==> config.mk <==
export PLATFORM = sky130hd
export DESIGN_NAME = wptr_ctrl_sync
export DESIGN_NICKNAME = d
export VERILOG_FILES = /design/src/rtl/wptr_ctrl_sync.sv
export SDC_FILE = /design/constraint.sdc
export NUM_CORES = 1
export LEC_CHECK = 0
export CAP_MARGIN = 0
export CORE_ASPECT_RATIO = 0.7
export CORE_MARGIN = 5
export CORE_UTILIZATION = 45
export CTS_BUF_LIST = sky130_fd_sc_hd__clkbuf_8
export DETAILED_ROUTE_END_ITERATION = 7
export PLACE_DENSITY = 0.83
export SLEW_MARGIN = 20
export SYNTH_ARGS = -nofsm -noshare
export SYNTH_HDL_FRONTEND = slang
export SYNTH_SLANG_ARGS = --single-unit
==> constraint.sdc <==
create_clock -name wclk -period 3.1 [get_ports wclk]
set_clock_uncertainty 0.05 [all_clocks]
set_input_delay 0.465 -clock wclk [delete_from_list [all_inputs] [get_ports wclk]]
set_output_delay 0.465 -clock wclk [all_outputs]
set_load 0.02 [all_outputs]
==> src/rtl/wptr_ctrl_sync.sv <==
// rtl/wptr_ctrl_sync.sv - write-domain pointer, fill level and full/almost-full/overflow status for an async FIFO
module wptr_ctrl_sync #(
   parameter int ADDRSIZE     = 4,
   parameter int SYNC_STAGES  = 2,
   parameter int AFULL_THRESH = 12
) (
   input  logic                wclk,
   input  logic                wrst,
   input  logic                winc,
   input  logic                ovf_clr,
   input  logic [ADDRSIZE:0]   rptr_gray,
   output logic [ADDRSIZE-1:0] waddr,
   output logic [ADDRSIZE:0]   wptr,
   output logic                full,
   output logic                almost_full,
   output logic [ADDRSIZE:0]   wlevel,
   output logic                overflow
);

   localparam logic [ADDRSIZE:0] DEPTH_C  = (ADDRSIZE+1)'(2**ADDRSIZE);
   localparam logic [ADDRSIZE:0] AFULL_C  = (ADDRSIZE+1)'(AFULL_THRESH);

   logic [SYNC_STAGES-1:0][ADDRSIZE:0] sync_q, sync_d;
   logic [ADDRSIZE:0] wbin_q, wbin_d;
   logic [ADDRSIZE:0] wptr_q, wptr_d;
   logic [ADDRSIZE:0] lvl_q, lvl_d;
   logic              full_q, full_d;
   logic              afull_q, afull_d;
   logic              ovf_q, ovf_d;
   logic [ADDRSIZE:0] rptr_s;
   logic [ADDRSIZE:0] rbin_s;
   logic              wen;

   assign rptr_s = sync_q[SYNC_STAGES-1];

   always_comb begin
      rbin_s = '0;
      for (int i = 0; i <= ADDRSIZE; i++) begin
         rbin_s[i] = ^(rptr_s >> i);
      end
   end

   always_comb begin
      sync_d  = {sync_q[SYNC_STAGES-2:0], rptr_gray};
      wen     = winc & ~full_q;
      wbin_d  = wbin_q + {{ADDRSIZE{1'b0}}, wen};
      wptr_d  = (wbin_d >> 1) ^ wbin_d;
      // Stale read pointer can only make this over-report, never under-report.
      lvl_d   = wbin_d - rbin_s;
      full_d  = (lvl_d == DEPTH_C);
      afull_d = (lvl_d >= AFULL_C);
      ovf_d   = ovf_q;
      if (winc && full_q) begin
         ovf_d = 1'b1;
      end else if (ovf_clr) begin
         ovf_d = 1'b0;
      end
   end

   always_ff @(posedge wclk) begin
      if (wrst) begin
         sync_q  <= '0;
         wbin_q  <= '0;
         wptr_q  <= '0;
         lvl_q   <= '0;
         full_q  <= 1'b0;
         afull_q <= 1'b0;
         ovf_q   <= 1'b0;
      end else begin
         sync_q  <= sync_d;
         wbin_q  <= wbin_d;
         wptr_q  <= wptr_d;
         lvl_q   <= lvl_d;
         full_q  <= full_d;
         afull_q <= afull_d;
         ovf_q   <= ovf_d;
      end
   end

   assign waddr       = wbin_q[ADDRSIZE-1:0];
   assign wptr        = wptr_q;
   assign full        = full_q;
   assign almost_full = afull_q;
   assign wlevel      = lvl_q;
   assign overflow    = ovf_q;

endmodule

==> metrics.md, run 1 <==
| Metric | Value |
|---|---|
| Status | finished clean |
| Slew @ Worst Pin | 0.644 ns |
| CTS buffer count | 3 |
| Initial antenna violation count | 0 |
| Slowest CP cell | clkdlybuf4s50_1 |
| Crit start category | primary input |
| DRC Markers | 0 |
| Syn Inst Count | approximately 100 |
| Worst-path clk slew | roughly 0.090 ns |
| Yosys warns | 0 |
| Post-synth top area share | 0.494 |
| Gpl congestion | approximately 0.93 |
| Final Power | 0.912 mW |
| H-tree depth | 1 |
| Final slew viol count | 0 |
| Worst EP required | 3.22 ns |
| Syn-to-layout area delta | 36.8% |
| Yosys top cell by area | dfxtp_1 |
| Finished Cell Area | approximately 0.0015 mm^2 |
| Share of synthesized flip-flops with an asynchronous set or reset | 0 |
| Max clock buf depth | 2 |
| Number of diodes | 0 |
| CP bufs+invs | 2 |
| HPWL Detailed | 1.63 mm |
| Vias in the first global route | 762 |
| Worst-Skew Late Latency | 0.27 ns |
| Most used DFF post-synth | dfxtp_1 |
| Post-Place Worst Slack | -0.119 ns |
| Global-route wire length before repair | 3.44 mm |
| Setup TNS | 0 ns |
| Final Critical Period | 2.90 ns |
| Starting Density | 0.456 |
| Hold endpoint | rptr_s[4] |
| Pwr Density | between 600 and 700 mW/mm^2 |
| VDD IR-drop max | 0.354 mV |
| Register area share after synthesis | 0.494 |
| Fin. Hold Viols | 0 |
| Critical Path Most Common Cell | ha_1 |
| IO Port Bufs | 25 |
| Syn_nets | 116 |
| Root buf cell | clkbuf_8 |
| Worst r2r path cells | 11 |
| Post-Route WL | 2.15 mm |
| Hold path start | sync_d[9] |
| CTS tree | done |
| Final setup viols | 0 |
| Die area | approximately 0.0035 mm^2 |
| Nature of the critical path endpoint | flop |
| FF-to-FF setup slack | 0.21 ns |
| RSZ-0062 raised after global routing | no |
| Die width | 69.0 um |
| EDFF count, synth | 0 |
| Fmax achieved | roughly 0.34 GHz |
| Synth cell types | 29 |
| Non-filler cells, final | 170 |
| Layout cell share with drive strength beyond 1 | 0.132 |
| Crit-path max cell delay | 0.42 ns |
| Worst R2R Start | rptr_s[4] |
| Register bit total from synthesis | 27 |
| Worst Hold Class | flop to flop |
| Most frequent cells in the layout | dfxtp_1, clkdlybuf4s50_1, nor2b_1, nor2_1, xnor2_1 |
| Cell family with most CP delay | simple AND/OR/NAND/NOR gates |
| Final Cycle Share | 0.936 |
| Routed vias/inst | ~4.8 |
| Largest net degree at the start of global routing | 16 |
| Wire per inst | 12.7 um |
| Crit path kind | primary input to flop |
| Rows | 15 |
| Total track usage | 0.132 |
| Cts hold-fix bufs | 0 |
| Cells along the critical path | clkdlybuf4s50_1 > nor2b_1 > ha_1 > ha_1 > inv_1 > xnor2_1 > ha_1 > nor3_2 > nor3b_1 > nor4_2 > xnor2_1 > and4bb_1 |
| Critical Path AT | 3.02 ns |
| Core area | 0.00240 mm^2 |
| Mean Syn Cell Area | between 10 and 15 um^2 |
| Crit-path max FO | 3 |
| Fin util | 0.623 |
| Slew headroom | 0.568 |
| Placed cells | about 170 |
| Max_cap viols | 0 |
| Critical R2R Capture | full |
| Top-level I/O count | 26 |
| Grt ovf | 0 |
| Synth area leaders | dfxtp_1, xnor2_1, nor2b_1, ha_1, nor2_1 |
| Hold slack | 0.390 ns |
| Die height | 51.3 um |
| P_leak | roughly 0.6 nW |
| Placement Cell Area | 0.00142 mm^2 |
| Drt initial violations | 35 |
| DR pass1 iterations | 4 |
| Total clock sinks | 27 |
| Post-route setup slack | roughly 0.2 ns |
| Remaining antenna violation count | 0 |
| DR vias | a little over 800 |
| Nets | 150 |
| Hold path cells | 1 |
| Cell Area, Synth | 0.00109 mm^2 |
| Most common cell after layout, fill and taps aside | dfxtp_1 |
-- how the worst max path moves through the flow --
stage          depth (start not counted)   end      start
2_1_floorplan                         11  full       winc
3_3_place_gp                          12  full       winc
3_5_place_dp                          12  full       winc
4_1_cts                               11  full  rptr_s[2]
5_1_grt                               11  full  rptr_s[4]
6_report                              12  full       winc
-- report_power, final --
part	switching [mW]	leakage, nW	total, mW	internal, mW
clock	0.104	0.0255	0.194	0.0900
sequential	0.0149	0.223	0.400	0.386
combinational	0.156	0.350	0.317	0.161
-- synthesized netlist by cell type (2+ instances only) --
cell type  count
nor2b_1       13
dfxtp_1       27
inv_1          4
nor2_1        13
clkbuf_1       2
nand2_1        3
a21oi_1        2
ha_1           4
xor2_1         4
nor3_1         2
xnor2_1       11
-- worst reg2reg max path, cell delays in order (launching register included) --
cell,delay [ns]
dfxtp_2,0.37
xnor3_2,0.50
xor2_4,0.19
xnor2_1,0.15
ha_1,0.22
inv_1,0.07
ha_1,0.21
nor3_2,0.22
nor3b_1,0.09
nor4_2,0.28
xnor2_1,0.21
and4bb_1,0.22
-- logic make-up (layout without fill, tap and decap cells) --
logic type	count (synthesis)	after routing	share of synthesized area
simple gates	39	39	0.201
flops	27	27	0.494
xor+xnor	18	18	0.181
compound gates	8	8	0.0492
buf+inv	6	39	0.0206
fa+ha+maj	4	4	0.0457
mux	1	1	0.00914
-- cell type report --
class / count / area, um^2
Clock buffer: 3 / 41.3
Clock inverter: 1 / 5.00
Fill cell: 217 / 905
Inverter: 4 / 15.0
Multi-Input combinational cell: 70 / 557
Sequential cell: 27 / 542
Tap cell: 34 / 42.5
Timing Repair Buffer: 31 / 295
-- routing by layer --
metal | up-vias | wire (um) | global-route usage
met1 | 385 | 916 | 0.153
met3 | 2 | 152 | 0.0484
li1 | 397 | - | -
met4 | 0 | 18 | 0.0291
met5 | - | 0 | 0
met2 | 26 | 1070 | 0.228
-- state kept, by name, summed over array words and instances, names as in the netlist --
signal,cells
full,1
wbin_q,5
sync_d,5
rptr_s,5
overflow,1
wptr,4
wlevel,5
almost_full,1
-- repair_timing --
action	CTS	global route
buffers inserted	0	1
resized for setup	0	5
setup endpoints to repair	0	2
endpoints found under the hold margin	0	0
No activity file was read; power rests on OpenSTA's default activity.
==> run 2: changes to the inputs <==
--- a/config.mk
+++ b/config.mk
@@ -10,6 +10,7 @@
 export CORE_MARGIN = 5
 export CORE_UTILIZATION = 45
 export CTS_BUF_LIST = sky130_fd_sc_hd__clkbuf_8
+export CTS_CLUSTER_SIZE = 28
 export DETAILED_ROUTE_END_ITERATION = 7
 export PLACE_DENSITY = 0.83
 export SLEW_MARGIN = 20
==> results of run 2 <==
The final DEF is identical to that of run 1; final timing and power are the same.
